`src/rtl/pipeline_pkg.sv`:
```
// pipeline_pkg: shared widths, encodings and helpers for the MIPS pipeline
// registers.
//   REG_W / DATA_W / SHAMT_W / ALUCTL_W / MEMTOREG_W / CNT_W : field widths
//   regdst_e     : destination-register select encodings (rt / rd / $31)
//   memtoreg_e   : write-back source encodings
//   id_ex_t      : everything the ID/EX register carries into EX
//   resolve_dst  : maps RegDst + rt/rd to the architectural destination
//   sat_inc      : saturating increment for the event counters
package pipeline_pkg;

  localparam int REG_W      = 5;
  localparam int DATA_W     = 32;
  localparam int SHAMT_W    = 5;
  localparam int ALUCTL_W   = 5;
  localparam int REGDST_W   = 2;
  localparam int MEMTOREG_W = 2;
  localparam int CNT_W      = 16;

  localparam logic [REG_W-1:0] REG_RA = 5'd31;

  typedef enum logic [REGDST_W-1:0] {
    REGDST_RT = 2'd0,
    REGDST_RD = 2'd1,
    REGDST_RA = 2'd2
  } regdst_e;

  typedef enum logic [MEMTOREG_W-1:0] {
    MEMTOREG_ALU = 2'd0,
    MEMTOREG_MEM = 2'd1,
    MEMTOREG_PC4 = 2'd2
  } memtoreg_e;

  // An all-zero value of this struct is a bubble.
  typedef struct packed {
    logic                  valid;
    logic [REG_W-1:0]      rs;
    logic [REG_W-1:0]      rt;
    logic [REG_W-1:0]      rd;
    logic                  uses_rs;
    logic                  uses_rt;
    logic [DATA_W-1:0]     rs_data;
    logic [DATA_W-1:0]     rt_data;
    logic [DATA_W-1:0]     imm;
    logic [SHAMT_W-1:0]    shamt;
    logic [ALUCTL_W-1:0]   alu_ctl;
    logic                  alu_src1;
    logic                  alu_src2;
    logic [REGDST_W-1:0]   reg_dst;
    logic                  reg_write;
    logic                  mem_read;
    logic                  mem_write;
    logic [MEMTOREG_W-1:0] mem_to_reg;
    logic [DATA_W-1:0]     pc4;
    logic [REG_W-1:0]      dst;
  } id_ex_t;

  function automatic logic [REG_W-1:0] resolve_dst(
    input logic [REGDST_W-1:0] reg_dst,
    input logic [REG_W-1:0]    rt,
    input logic [REG_W-1:0]    rd
  );
    if (reg_dst == REGDST_RT)      return rt;
    else if (reg_dst == REGDST_RD) return rd;
    else                           return REG_RA;
  endfunction

  function automatic logic [CNT_W-1:0] sat_inc(input logic [CNT_W-1:0] cnt);
    return (&cnt) ? cnt : cnt + 1'b1;
  endfunction

endpackage

```
`src/rtl/load_use_detect.sv`:
```
// load_use_detect: combinational load-use hazard detector.
//   ex_valid, ex_mem_read, ex_dst : the instruction currently in EX
//   id_rs, id_rt, id_uses_rs, id_uses_rt : source operands of the ID instruction
//   lu : ID reads the register a load in EX is about to produce
// A load to $0 never creates a dependency, and an operand field that the
// instruction does not actually read cannot create one either.
module load_use_detect
  import pipeline_pkg::*;
(
  input  logic             ex_valid,
  input  logic             ex_mem_read,
  input  logic [REG_W-1:0] ex_dst,
  input  logic [REG_W-1:0] id_rs,
  input  logic [REG_W-1:0] id_rt,
  input  logic             id_uses_rs,
  input  logic             id_uses_rt,
  output logic             lu
);

  logic rs_hit;
  logic rt_hit;

  assign rs_hit = id_uses_rs && (id_rs == ex_dst);
  assign rt_hit = id_uses_rt && (id_rt == ex_dst);
  assign lu     = ex_valid && ex_mem_read && (ex_dst != '0) && (rs_hit || rt_hit);

endmodule

```
`src/rtl/id_ex_stage.sv`:
```
// id_ex_stage: ID/EX pipeline register with load-use stall and branch flush.
//   clk, reset_n          : clock, asynchronous active-low reset
//   ID_*                  : decoded operands and control of the ID instruction
//   Flush                 : taken branch/jump in EX, squash the ID instruction
//   Stall                 : hold PC and IF/ID this cycle (combinational)
//   EX_*                  : registered copies of ID_* for EX
//   EX_dst, EX_valid      : resolved destination, real-instruction flag
//   StallCount/FlushCount : saturating event counters
//
// Flow control: Stall acts as a not-ready towards IF/ID. While Stall is high
// the ID instruction is not consumed; a bubble enters EX instead and the same
// instruction is presented again next cycle. Flush takes priority and turns
// the ID instruction into a bubble without asserting Stall.
module id_ex_stage
  import pipeline_pkg::*;
(
  input  logic                  clk,
  input  logic                  reset_n,
  input  logic [REG_W-1:0]      ID_rs,
  input  logic [REG_W-1:0]      ID_rt,
  input  logic [REG_W-1:0]      ID_rd,
  input  logic                  ID_uses_rs,
  input  logic                  ID_uses_rt,
  input  logic [DATA_W-1:0]     ID_rs_data,
  input  logic [DATA_W-1:0]     ID_rt_data,
  input  logic [DATA_W-1:0]     ID_imm,
  input  logic [SHAMT_W-1:0]    ID_shamt,
  input  logic [ALUCTL_W-1:0]   ID_ALUCtl,
  input  logic                  ID_ALUSrc1,
  input  logic                  ID_ALUSrc2,
  input  logic [REGDST_W-1:0]   ID_RegDst,
  input  logic                  ID_RegWrite,
  input  logic                  ID_MemRead,
  input  logic                  ID_MemWrite,
  input  logic [MEMTOREG_W-1:0] ID_MemtoReg,
  input  logic [DATA_W-1:0]     ID_PC4,
  input  logic                  Flush,
  output logic                  Stall,
  output logic [REG_W-1:0]      EX_rs,
  output logic [REG_W-1:0]      EX_rt,
  output logic [REG_W-1:0]      EX_rd,
  output logic                  EX_uses_rs,
  output logic                  EX_uses_rt,
  output logic [DATA_W-1:0]     EX_rs_data,
  output logic [DATA_W-1:0]     EX_rt_data,
  output logic [DATA_W-1:0]     EX_imm,
  output logic [SHAMT_W-1:0]    EX_shamt,
  output logic [ALUCTL_W-1:0]   EX_ALUCtl,
  output logic                  EX_ALUSrc1,
  output logic                  EX_ALUSrc2,
  output logic [REGDST_W-1:0]   EX_RegDst,
  output logic                  EX_RegWrite,
  output logic                  EX_MemRead,
  output logic                  EX_MemWrite,
  output logic [MEMTOREG_W-1:0] EX_MemtoReg,
  output logic [DATA_W-1:0]     EX_PC4,
  output logic [REG_W-1:0]      EX_dst,
  output logic                  EX_valid,
  output logic [CNT_W-1:0]      StallCount,
  output logic [CNT_W-1:0]      FlushCount
);

  id_ex_t           cap;
  id_ex_t           ex_q;
  logic             lu;
  logic [REG_W-1:0] id_dst;
  logic [CNT_W-1:0] stall_cnt_q;
  logic [CNT_W-1:0] flush_cnt_q;

  load_use_detect u_load_use_detect (
    .ex_valid    (ex_q.valid),
    .ex_mem_read (ex_q.mem_read),
    .ex_dst      (ex_q.dst),
    .id_rs       (ID_rs),
    .id_rt       (ID_rt),
    .id_uses_rs  (ID_uses_rs),
    .id_uses_rt  (ID_uses_rt),
    .lu          (lu)
  );

  // A flush squashes whatever ID holds, so it is never a reason to stall.
  assign Stall  = lu && !Flush;

  assign id_dst = resolve_dst(ID_RegDst, ID_rt, ID_rd);

  always_comb begin
    cap            = '0;
    cap.valid      = 1'b1;
    cap.rs         = ID_rs;
    cap.rt         = ID_rt;
    cap.rd         = ID_rd;
    cap.uses_rs    = ID_uses_rs;
    cap.uses_rt    = ID_uses_rt;
    cap.rs_data    = ID_rs_data;
    cap.rt_data    = ID_rt_data;
    cap.imm        = ID_imm;
    cap.shamt      = ID_shamt;
    cap.alu_ctl    = ID_ALUCtl;
    cap.alu_src1   = ID_ALUSrc1;
    cap.alu_src2   = ID_ALUSrc2;
    cap.reg_dst    = ID_RegDst;
    // Writes to $0 are dropped here so that forwarding downstream never has
    // to check for $0 itself.
    cap.reg_write  = ID_RegWrite && (id_dst != '0);
    cap.mem_read   = ID_MemRead;
    cap.mem_write  = ID_MemWrite;
    cap.mem_to_reg = ID_MemtoReg;
    cap.pc4        = ID_PC4;
    cap.dst        = id_dst;
  end

  // Both flush and load-use insert an all-zero bubble; the bubble clears
  // mem_read, which is what limits a stall to a single cycle.
  always_ff @(posedge clk or negedge reset_n) begin
    if (!reset_n) begin
      ex_q <= '0;
    end else if (Flush || lu) begin
      ex_q <= '0;
    end else begin
      ex_q <= cap;
    end
  end

  always_ff @(posedge clk or negedge reset_n) begin
    if (!reset_n) begin
      stall_cnt_q <= '0;
      flush_cnt_q <= '0;
    end else if (Flush) begin
      flush_cnt_q <= sat_inc(flush_cnt_q);
    end else if (lu) begin
      stall_cnt_q <= sat_inc(stall_cnt_q);
    end
  end

  assign EX_rs       = ex_q.rs;
  assign EX_rt       = ex_q.rt;
  assign EX_rd       = ex_q.rd;
  assign EX_uses_rs  = ex_q.uses_rs;
  assign EX_uses_rt  = ex_q.uses_rt;
  assign EX_rs_data  = ex_q.rs_data;
  assign EX_rt_data  = ex_q.rt_data;
  assign EX_imm      = ex_q.imm;
  assign EX_shamt    = ex_q.shamt;
  assign EX_ALUCtl   = ex_q.alu_ctl;
  assign EX_ALUSrc1  = ex_q.alu_src1;
  assign EX_ALUSrc2  = ex_q.alu_src2;
  assign EX_RegDst   = ex_q.reg_dst;
  assign EX_RegWrite = ex_q.reg_write;
  assign EX_MemRead  = ex_q.mem_read;
  assign EX_MemWrite = ex_q.mem_write;
  assign EX_MemtoReg = ex_q.mem_to_reg;
  assign EX_PC4      = ex_q.pc4;
  assign EX_dst      = ex_q.dst;
  assign EX_valid    = ex_q.valid;
  assign StallCount  = stall_cnt_q;
  assign FlushCount  = flush_cnt_q;

endmodule

```
`config.mk`:
```
export PLATFORM = sky130hd
export DESIGN_NAME = id_ex_stage
export DESIGN_NICKNAME = d
export VERILOG_FILES = /design/src/rtl/pipeline_pkg.sv /design/src/rtl/load_use_detect.sv /design/src/rtl/id_ex_stage.sv
export SDC_FILE = /design/constraint.sdc
export NUM_CORES = 1
export LEC_CHECK = 0
export CORE_MARGIN = 2
export CORE_UTILIZATION = 26
export CTS_CLUSTER_SIZE = 12
export DETAILED_ROUTE_END_ITERATION = 7
export PLACE_DENSITY_LB_ADDON = 0.1
export SYNTH_ARGS = -nofsm -noshare
export SYNTH_HDL_FRONTEND = slang
export SYNTH_HIERARCHICAL = 1
export SYNTH_SLANG_ARGS = --single-unit
```
`constraint.sdc`:
```
create_clock -name clk -period 2.6 [get_ports clk]
set_input_delay 0.52 -clock clk [delete_from_list [all_inputs] [get_ports clk]]
set_output_delay 0.52 -clock clk [all_outputs]
set_load 0.005 [all_outputs]
```
# Word level (Yosys, flattened, before mapping)
# Index checks and enable logic that the tools add are counted.
# word_totals
output_inout_bits	203
input_bits	167
regBits	202
# op_classes
reduce_logical	17
muxes	3
n_eq_ne	3
add_sub_neg	2
bitwise	3
# ops
operator	n
2-to-1 mux 170 bit	1
adder 16 x 1 -> 16 bit, second input constant	2
AND reduction 16 bit	2
equality test 5 bit	2
2-to-1 mux 5 bit	2
nonzero test 5 bit	2
logical AND 1 bit	7
NOT 1 bit	3
AND reduction 3 bit	1
equality test 2 x 1 -> 1 bit, second input constant	1
zero test 2 bit	1
logical OR 1 bit	2
AND reduction 2 bit	1
zero test 1 bit	1

# Depth between registers and ports, before layout
# Gate-level depths: netlist (run 1).
# depth
ltp_word	6
depth_mapped	10

# Hierarchy
# Netlist (run 1), hierarchy kept.
# by_module_without_submodules
module	cells_per_inst	instances	seq_area_each_um2	area_per_inst_um2
id_ex_stage	521	1	5054.8	7059.3
load_use_detect	17	1	0.0	135.1

# Worst setup path after synthesis (run 1)
# No wires, ideal clock.
# synth_timing
path_kind	register -> register
start	reg ex_q, in the netlist EX_dst[2]
end	reg ex_q, in the netlist EX_RegDst[0]
slack_ns	0.358
required_time_ns	2.533
n_path_buf	3
arrival_ns	2.176
stages_incl_launch_ff	10
setup_ns	0.067
path_cell_list	dfrtp_1 > or4_1 > o211ai_2 > a21oi_1 > or2_1 > clkbuf_1 > inv_1 > clkbuf_1 > clkbuf_1 > and2_1
# synth_between
elab_chain_len	6
word_cells_on_any_way	10
# synth_rtl
item	line	text
start, declared	id_ex_stage.sv:64	id_ex_t ex_q;
start signal, assigned	id_ex_stage.sv:120	ex_q <= cap;
equality test 5 bit (on tied branches)	load_use_detect.sv:23, load_use_detect.sv:24	
logical AND 1 bit (on tied branches)	load_use_detect.sv:23, load_use_detect.sv:24	
logical OR 1 bit	load_use_detect.sv:25	assign lu = ex_valid && ex_mem_read && (ex_dst != '0) && (rs_hit || rt_hit);
logical AND 1 bit (*)	load_use_detect.sv:25	
via lu	id_ex_stage.sv:65	logic lu;
logical OR 1 bit (*)	id_ex_stage.sv:117	end else if (Flush || lu) begin
2-to-1 mux 170 bit (*)	id_ex_stage.sv:117	
# The timed path passes the listed nets; every way through them passes the cells marked *.
# A chain may end at the register's enable or synchronous reset.

# Worst setup path after layout (run 1)
# layout_timing
start	reg ex_q, in the netlist EX_dst[4]
end	out Stall
# layout_between
elab_chain_len	5
word_cells_on_any_way	9
# layout_rtl
item	line	text
equality test 5 bit (on tied branches)	load_use_detect.sv:23, load_use_detect.sv:24	
logical AND 1 bit (on tied branches)	load_use_detect.sv:23, load_use_detect.sv:24	
logical OR 1 bit	load_use_detect.sv:25	
logical AND 1 bit (*)	load_use_detect.sv:25	
via lu	id_ex_stage.sv:65	
logical AND 1 bit (*)	id_ex_stage.sv:82	assign Stall = lu && !Flush;
end, declared	id_ex_stage.sv:38	output logic Stall,
# Marks and branches as above.

==> run_results.csv, run 1 <==
group,metric,value,unit
setup_path,arrival,2.08,ns
drt,drc_errors,0,
cells_and_area,final_cell_mix,"364 x clkdlybuf4s50_1, 199 x dfrtp_1, 163 x and2_1, 25 x clkbuf_16, 17 x buf_4",
die,pin_count,370,
drt,wl,23500,µm
die,fp.dieH,170,µm
drt,antenna_left,0,
sta,rsz0062_at_grt,"yes",
yosys,synthCells,538,
sta,slew_headroom,61.0,%
yosys,ys.flop_type,"dfrtp_1",
pwr,leakagePower,5.43,nW
setup_path,worst_r2r_startpoint,"EX_dst[4]",
setup_path,criticalPathCategory,"register to output port",
flow_run,maxCapViolations,0,
global_routing,grt_max_degree,101,
min_path,min_from,"ID_rt[3]",
sta,period_share,100,%
cells_and_area,fin_area,12400,µm²
sta,tightest_slew,0.583,ns
cts,path_clk_slew,0.06,ns
sta,min_period,2.60,ns
yosys,ys.warnings.count,6,
drt,routedWlPerCell,18.1,µm
cts,cts_buffer_depth,3,
setup_path,cp.required,2.08,ns
cells_and_area,area_growth,71.7,%
yosys,yosysUniqueCellTypes,38,
setup_path,critPathLaunchType,"register",
cells_and_area,mostFrequentLayoutCell,"clkdlybuf4s50_1",
min_path,hold_path_class,"input pin to register",
yosys,synth_edf_count,0,
cells_and_area,final_layout_size_suffix_gt1_share,9.02,%
setup_path,critPathLaunch,"EX_dst[4]",
cts,clk_latency,0.51,ns
die,num_rows,60,
pwr,peakVddDrop,0.378,mV
cts,cts_root_buffer,"clkbuf_16",
placed_design,hpwl,17400,µm
placed_design,gp_congestion,0.762,
placed_design,place_ws,-0.539,ns
drt,via_per_inst,4.21,
cts,cts_made_buffers,25,
yosys,synthesis.area,7190,µm²
status,status,"finished, violations left",
min_path,hold_end,"EX_rt[3]",
global_routing,grt_usage,16.2,%
cells_and_area,final_util,45.7,%
placed_design,dp_cells,1244,
drt,dr_total_vias,5457,
global_routing,grt_pass1_wl,35700,µm
status,violations,"setup timing",
yosys,synthArstFlopShare,100,%
drt,drtIter0Drc,240,
yosys,synth_seq_cells,202,
sta,fmax,0.385,GHz
die,core-area,27000,µm²
global_routing,antenna_found_initial,2,
pwr,p_per_area,642,nW/µm²
setup_path,worstPathMaxFanout,3,
setup_path,reg2reg_to,"StallCount[13]",
yosys,synth_nets,707,
sta,setup_viol,1,
global_routing,grt_pass1_vias,5957,
cts,clock-sinks,202,
global_routing,grt_overflow,0,
setup_path,r2r_slack,0.20,ns
yosys,yosysSeqAreaShare,70.3,%
die,dieWidth,170,µm
sta,fin_ws,-0.000307,ns
cells_and_area,stdcell_count,1296,
cells_and_area,num-nets-final,1104,
setup_path,critPathCaptureType,"output port",
die,start_util,26.6,%
sta,finClkSkew,0.00990,ns
setup_path,r2r_cells,11,
cts,cts_tree,"yes",
min_path,min_path_cells,2,
placed_design,postPlaceCellArea,11400,µm²
drt,first_pass_iters,4,
sta,finalMaxSlewViolations,0,
sta,finalHoldViolCount,0,
placed_design,port_buffers,369,
cts,cts_max_level,1,
yosys,syn_avg_cell_area,13.4,µm²
die,fp.dieArea,29000,µm²
## sequential cells by signal, indices dropped and copies added (netlist names), 2 cells and up
signal / count
EX_PC4: 32
EX_imm: 32
EX_rs_data: 32
EX_rt_data: 32
FlushCount: 16
StallCount: 16
EX_ALUCtl: 5
EX_dst: 5
EX_rd: 5
EX_rs: 5
EX_rt: 5
EX_shamt: 5
EX_MemtoReg: 2
EX_RegDst: 2
## metal layers
| layer | GRT usage [%] | share of wire (%) | vias up |
|---|---|---|---|
| met5 | 0 | 0.051 | - |
| met4 | 5.57 | 2.7 | 2 |
| met3 | 8.26 | 12 | 43 |
| met2 | 26.9 | 49 | 235 |
| met1 | 17.9 | 37 | 2623 |
| li1 | - | - | 2554 |
## cell families (layout without fill, tap and decap cells)
group,Yosys count,after routing,synth area share (%)
muxes,5,5,0.800
DFF,202,202,70.3
xor gates and xnor gates,29,29,3.53
adders and majority gates,2,2,0.348
and+or+nand+nor,240,240,20.3
buffers and inverters,31,446,1.63
other,0,2,0
AOI/OAI and AO/OA,29,29,3.10
## worst max-delay path, stage by stage (launching register included)
cell and delay (ns):
dfrtp_2 0.44, buf_6 0.13, or4_4 0.50, o211ai_2 0.16, a21oi_2 0.06, nand2b_1 0.09, inv_1 0.05, buf_2 0.13
## power by group
group / total (W) / switching, W / internal [W]
registers: 0.00347 / 0.000128 / 0.00334
logic: 0.00107 / 0.000362 / 0.000704
clock network: 0.00340 / 0.00135 / 0.00205
total: 0.00793 / 0.00184 / 0.00609
## how the worst max path moves through the flow
stage,endpoint,slack [ns],depth (start not counted)
floorplan,EX_RegDst[0],0.36,9
finish,Stall,-0.0003,7
CTS,Stall,-0.06,7
global placement,Stall,-0.53,8
detailed placement,Stall,-0.54,8
global route,Stall,-0.14,7
## area by class of cell
| type | count | area (µm²) |
|---|---|---|
| fillers | 2543 | 14700 |
| flip-flops and latches | 202 | 5060 |
| repair buffers | 393 | 3940 |
| multi-input cells | 305 | 2090 |
| clock buffers | 34 | 689 |
| well taps | 341 | 427 |
| clock inverters | 11 | 110 |
| inverters | 8 | 31.3 |
| diodes | 2 | 5.00 |
## per-stage QoR
step / setup TNS (ns) / hold slack [ns] / power, W
after floorplan: 0 / 0.224 / 0.00376
after global placement: -35.18 / 0.422 / 0.00459
after detailed placement: -35.81 / 0.421 / 0.00459
after CTS: -0.0633 / 0.434 / 0.00808
after global routing: -0.145 / 0.368 / 0.00833
final: -0.000307 / 0.361 / 0.00793
## Yosys cell counts, types with 2 or more instances
master / number / area share, %
inv_1: 8 / 0.42
a21oi_1: 7 / 0.49
xor2_1: 15 / 1.8
nand3_1: 12 / 0.83
or4_1: 2 / 0.21
a31oi_1: 7 / 0.61
mux2_2: 2 / 0.31
nand2b_1: 2 / 0.17
nand2_1: 7 / 0.37
nor2_1: 13 / 0.68
clkbuf_1: 22 / 1.1
dfrtp_1: 202 / 70
nor2b_1: 5 / 0.43
mux2i_1: 2 / 0.28
and4_1: 4 / 0.49
nand4_1: 12 / 1.0
and3_1: 4 / 0.35
xnor2_1: 14 / 1.7
a41oi_1: 2 / 0.24
nor4_1: 5 / 0.43
and2_1: 163 / 14
nor3_1: 5 / 0.35
o21a_1: 3 / 0.31
ha_1: 2 / 0.35
a211oi_1: 5 / 0.52
## timing repair
item | 4_1_cts | 5_1_grt
resized for setup | 11 | 12
setup endpoints to repair | 1 | 8
pin swaps | 8 | 10
hold buffers | 1 | 0
buffers inserted | 6 | 0
endpoints found under the hold margin | 21 | 0
Power figures use the tool's default switching activity.
==> run 2, diff against run 1 <==
CORE_MARGIN = 5   (was 2)
CTS_BUF_LIST = sky130_fd_sc_hd__clkbuf_8   (was unset)
SETUP_SLACK_MARGIN = 0.2   (was unset)
==> run 2 against run 1 <==
The run now ends clean; power down 5.7%; routed wire length rose by 7.0%; flip-flop and latch count stayed put; clock-buffer cell count rose by 13; register-to-register slack worse by 0.15 ns; setup slack better by 0.018 ns; critical path depth did not move.
==> run_results.csv, run 2 (synthesis results as in run 1) <==
group,metric,value,unit
global_routing,grt_pass1_wl,37000,µm
sta,final.setup.tns,0,ns
pwr,p_seq_share,46.5,%
status,status,"complete, no violations",
global_routing,grtUsageMet1,16.9,%
sta,finalMaxSlewViolations,0,
pwr,p_clk_share,39.0,%
drt,drc_errors,0,
setup_path,slowest_stage,"or4_4",
cts,cts_made_buffers,38,
cts,cts_max_level,2,
sta,fmax,0.387,GHz
pwr,p_int,0.00567,W
pwr,p_per_area,598,nW/µm²
setup_path,worst_path_most_repeated_cell,"buf_6",
setup_path,criticalPathCategory,"register to output port",
cts,cts_buffer_depth,3,
drt,wl,25100,µm
cells_and_area,stdcell_count,1362,
sta,finClkSkew,0.0121,ns
cts,cts_tree,"yes",
cells_and_area,final_cell_mix,"365 x clkdlybuf4s50_1, 199 x dfrtp_1, 163 x and2_1, 48 x clkbuf_8, 22 x inv_1",
sta,finalHoldViolCount,0,
die,pin_count,370,
cells_and_area,mostFrequentLayoutCell,"clkdlybuf4s50_1",
global_routing,grt_max_degree,93,
sta,fin_ws,0.0178,ns
setup_path,critPathTopFamily,"simple AND/OR/NAND/NOR gates",
die,dieWidth,176,µm
flow_run,maxCapViolations,0,
sta,setup_viol,0,
pwr,comb_power_share,14.6,%
placed_design,dp_cells,1279,
setup_path,cpPeakStageDelay,0.50,ns
cts,cts_root_buffer,"clkbuf_8",
pwr,switchingPower,0.00180,W
drt,via_per_inst,4.06,
placed_design,hpwl,18500,µm
sta,period_share,99.3,%
cells_and_area,nFillCells,2554,
pwr,switching_share,24.1,%
setup_path,arrival,2.06,ns
global_routing,grt_usage,15.7,%
sta,min_period,2.58,ns
pwr,power.total,0.00748,W
die,core-area,27100,µm²
placed_design,place_ws,-0.482,ns
cts,clk_latency,0.51,ns
cells_and_area,final_layout_size_suffix_gt1_share,11.6,%
drt,drtIter0Drc,314,
cells_and_area,num-nets-final,1131,
cts,clock-sinks,202,
global_routing,grt_busiest_layer,"met2",
drt,dr_total_vias,5532,
global_routing,grt_util_met2,25.9,%
setup_path,critPathCaptureType,"output port",
cells_and_area,area_growth,73.8,%
pwr,peakVddDrop,0.315,mV
placed_design,postPlaceCellArea,11500,µm²
die,fp.dieH,176,µm
global_routing,grt_pass1_vias,5993,
cts,path_clk_slew,0.05,ns
die,fp.dieArea,31100,µm²
drt,first_pass_iters,4,
placed_design,port_buffers,369,
setup_path,path_cells,"buf_6 -> or4_4 -> o211ai_2 -> a21oi_2 -> nand2b_1 -> inv_2 -> buf_6",
global_routing,antenna_found_initial,2,
sta,tightest_slew,0.650,ns
setup_path,worstPathMaxFanout,3,
sta,slew_headroom,56.6,%
setup_path,critPathLaunchType,"register",
cells_and_area,fin_area,12500,µm²
setup_path,path_buf_inv,3,
placed_design,gp_congestion,0.765,
global_routing,grt_overflow,0,
setup_path,cp.required,2.08,ns
die,num_rows,60,
sta,rsz0062_at_grt,"yes",
die,start_util,26.5,%
global_routing,use_met3,9.29,%
pwr,leakagePower,5.56,nW
drt,antenna_left,0,
drt,routedWlPerCell,18.4,µm
min_path,hold_path_class,"input pin to register",
-- run 2: worst paths after layout --
check	cells past startpoint	slack (ns)	startpoint	end
max in group asynchronous	3	1.31	reset_n	EX_imm[20]
hold reg to reg	1	0.51	StallCount[7]	StallCount[7]
min in group asynchronous	2	0.54	reset_n	EX_rs_data[31]
hold / removal	2	0.48	ID_rt[1]	EX_rt[1]
setup reg to reg	13	0.05	EX_dst[1]	StallCount[1]
setup / recovery	7	0.02	EX_dst[1]	Stall
-- run 2: power groups by stage --
| stage | Clock [W] | Combinational, W | Sequential (W) |
|---|---|---|---|
| after detailed placement | 0 | 0.00110 | 0.00353 |
| after CTS | 0.00305 | 0.00111 | 0.00348 |
| after global placement | 0 | 0.00109 | 0.00353 |
| after global routing | 0.00320 | 0.00119 | 0.00350 |
| final | 0.00292 | 0.00109 | 0.00347 |
| after floorplan | 0 | 0.000235 | 0.00353 |
-- run 2: area by class of cell --
cell class                      count  area [µm²]  area share, %
Timing Repair Buffer              406        4080           32.6
Clock buffer                       47         647           5.17
Inverter                            8        31.3          0.250
Tap cell                          372         465           3.72
Clock inverter                     19        77.6          0.620
Antenna cell                        2        5.00         0.0400
Multi-Input combinational cell    306        2140           17.1
Sequential cell                   202        5060           40.5
-- run 2: through the flow --
step           hold slack (ns)  util [%]
3_3_place_gp             0.493      42.4
2_1_floorplan            0.224         -
3_5_place_dp             0.505      42.4
4_1_cts                  0.439      45.7
5_1_grt                  0.449      46.1
6_report                 0.475      46.1
-- run 2: per-layer routing --
layer	part of all wire, %	vias to the layer above
li1	-	2613
met1	36	2622
met2	48	256
met3	13	41
met4	2.3	0
met5	0	-
-- run 2: repair_timing --
action,CTS,global route
setup endpoints to repair,6,17
gates resized for setup,29,11
hold buffers,1,0
cloned,0,1
buffers inserted,8,5
hold endpoints to repair,47,0
pin swaps,25,21
==> run 3, diff against run 2 <==
CORE_MARGIN = 2   (was 5)
SLEW_MARGIN = 30   (was unset)
==> run 3 against run 2 <==
The flow now finishes with violations (setup timing); power grew 1.3%; largest power group unchanged; critical endpoint unchanged; clock-buffer cell count rose by 2; worst hold slack worse by 0.12 ns; clock power is 4% higher; clock skew up 0.0085 ns; register-to-register slack improved by 0.03 ns; critical path type unchanged; non-clock buffer count decreased by 9; setup slack worse by 0.036 ns; maximum frequency is 1.4% lower; flip-flop and latch count unchanged; final area shrank 1.0%.
==> run_results.csv, run 3 (synthesis results as in run 1) <==
group,metric,value,unit
setup_path,arrival,2.10,ns
global_routing,grt_usage,16.3,%
setup_path,path_buf_inv,3,
setup_path,path_cells,"buf_4 -> or4_4 -> o211ai_2 -> a21oi_2 -> nand2b_1 -> inv_1 -> buf_2",
sta,whs,0.356,ns
pwr,peakVddDrop,0.365,mV
pwr,switchingPower,0.00184,W
drt,dr_total_vias,5543,
drt,wl_met2,11600,µm
cts,cts_buffer_depth,3,
sta,fmax,0.382,GHz
pwr,p_seq_share,45.8,%
drt,drc_errors,0,
setup_path,cpPeakStageDelay,0.52,ns
cells_and_area,final_cell_mix,"365 x clkdlybuf4s50_1, 200 x dfrtp_1, 163 x and2_1, 50 x clkbuf_8, 22 x inv_1",
sta,finalMaxSlewViolations,0,
status,status,"finished, violations left",
cts,cts_tree,"yes",
setup_path,worstPathMaxFanout,3,
pwr,p_per_area,612,nW/µm²
setup_path,worst_r2r_startpoint,"EX_dst[1]",
cells_and_area,nFillCells,2544,
cts,clock-sinks,202,
flow_run,maxCapViolations,0,
die,fp.dieArea,29000,µm²
cts,path_clk_slew,0.05,ns
drt,wl_met1,8900,µm
pwr,p_int,0.00574,W
die,num_rows,60,
status,violations,"setup timing",
cts,cts_made_buffers,39,
placed_design,hpwl,17400,µm
die,fp.dieH,170,µm
drt,drtIter0Drc,248,
global_routing,grt_max_degree,101,
placed_design,port_buffers,369,
pwr,switching_share,24.3,%
cells_and_area,area_growth,72.0,%
global_routing,antenna_found_initial,2,
setup_path,critical_path_depth,7,
drt,met3_length,2720,µm
cells_and_area,stdcell_count,1321,
drt,routedWlPerCell,18.1,µm
setup_path,cp.required,2.08,ns
sta,finalHoldViolCount,0,
cells_and_area,multi_input_area,2100,µm²
setup_path,r2r_slack,0.08,ns
drt,antenna_left,0,
cts,clk_latency,0.53,ns
setup_path,endpoint,"Stall",
global_routing,grt_pass1_wl,35800,µm
sta,setup_viol,1,
sta,fin_ws,-0.0186,ns
pwr,leakagePower,5.52,nW
cts,cts_root_buffer,"clkbuf_8",
cells_and_area,final_layout_size_suffix_gt1_share,10.4,%
sta,tightest_slew,0.622,ns
sta,period_share,101,%
setup_path,criticalPathCategory,"register to output port",
drt,first_pass_iters,4,
die,dieWidth,170,µm
pwr,comb_power_share,14.3,%
cts,cts_max_level,2,
setup_path,critPathLaunch,"EX_dst[2]",
pwr,p_clk_share,40.0,%
die,start_util,26.6,%
setup_path,r2r_cells,13,
setup_path,reg2reg_to,"StallCount[13]",
min_path,hold_path_class,"input pin to register",
sta,finClkSkew,0.0206,ns
sta,min_period,2.62,ns
sta,rsz0062_at_grt,"yes",
setup_path,critPathCaptureType,"output port",
die,pin_count,370,
setup_path,critPathTopFamily,"simple AND/OR/NAND/NOR gates",
cells_and_area,seqCellArea,5060,µm²
sta,slew_headroom,58.4,%
drt,via_per_inst,4.20,
placed_design,dp_cells,1244,
setup_path,slowest_stage,"or4_4",
placed_design,gp_congestion,0.762,
cells_and_area,mostFrequentLayoutCell,"clkdlybuf4s50_1",
global_routing,grt_pass1_vias,6090,
global_routing,grt_overflow,0,
drt,wl,23900,µm
drt,top_layer_used,"met5",
setup_path,critPathLaunchType,"register",
die,core-area,27000,µm²
cells_and_area,num-nets-final,1122,
==> run 3: repair_timing <==
action                                 CTS  global route
pin swaps                               10             5
buffers inserted                         6             1
hold buffers                             1             0
gates cloned                             0             1
setup endpoints to repair                3            53
gates resized for setup                 20             5
endpoints found under the hold margin   21             0
==> run 3: worst min-delay path by stage <==
stage / startpoint / slack [ns] / depth (start not counted) / end
after floorplan: reset_n / 0.22 / 0 / EX_ALUCtl[0]
after global placement: reset_n / 0.42 / 1 / EX_dst[1]
after detailed placement: reset_n / 0.42 / 1 / EX_rt[1]
after CTS: ID_rt[1] / 0.41 / 2 / EX_rt[1]
after global routing: ID_rt[2] / 0.34 / 2 / EX_rt[2]
final: ID_rt[2] / 0.36 / 2 / EX_rt[2]
==> run 3: worst register-to-register path: cells and delay by family, from the launching register on <==
kind | cells | cell delay, ns
XOR/XNOR | 2 | 0.32
buffers and inverters | 5 | 0.62
AO/OA/AOI/OAI | 2 | 0.32
flip-flops | 1 | 0.44
AND/OR/NAND/NOR | 4 | 0.70
==> run 3: power by group through the flow <==
stage	logic [W]	registers [W]	clock network, W
floorplan	0.000235	0.00353	0
global placement	0.00107	0.00351	0
detailed placement	0.00107	0.00352	0
CTS	0.00109	0.00347	0.00313
global route	0.00118	0.00349	0.00328
finish	0.00108	0.00347	0.00303
==> run 3: per-stage QoR <==
stage	total power [W]	instance area (µm²)	setup slack [ns]	utilization (%)	TNS (ns)
finish	0.00758	12400	-0.0186	45.8	-0.0186
detailed placement	0.00459	11400	-0.539	42.3	-35.81
CTS	0.00769	12300	-0.0691	45.5	-0.0691
floorplan	0.00376	7190	0.358	-	0
global route	0.00795	12400	-0.151	45.8	-0.234
global placement	0.00459	11400	-0.534	42.3	-35.18
==> run 3: final cells by class <==
type	instances	share of cell area, %
flip-flops and latches	202	40.9
repair buffers	397	32.4
multi-input cells	305	16.9
clock buffers	49	5.45
well taps	341	3.45
clock inverters	18	0.627
inverters	8	0.253
diodes	1	0.0202
==> run 3: per-layer routing <==
metal | track usage, % | up-vias
met1 | 18.0 | 2661
met3 | 8.26 | 44
met4 | 5.98 | 2
li1 | - | 2592
met2 | 27.0 | 244
met5 | 0 | -
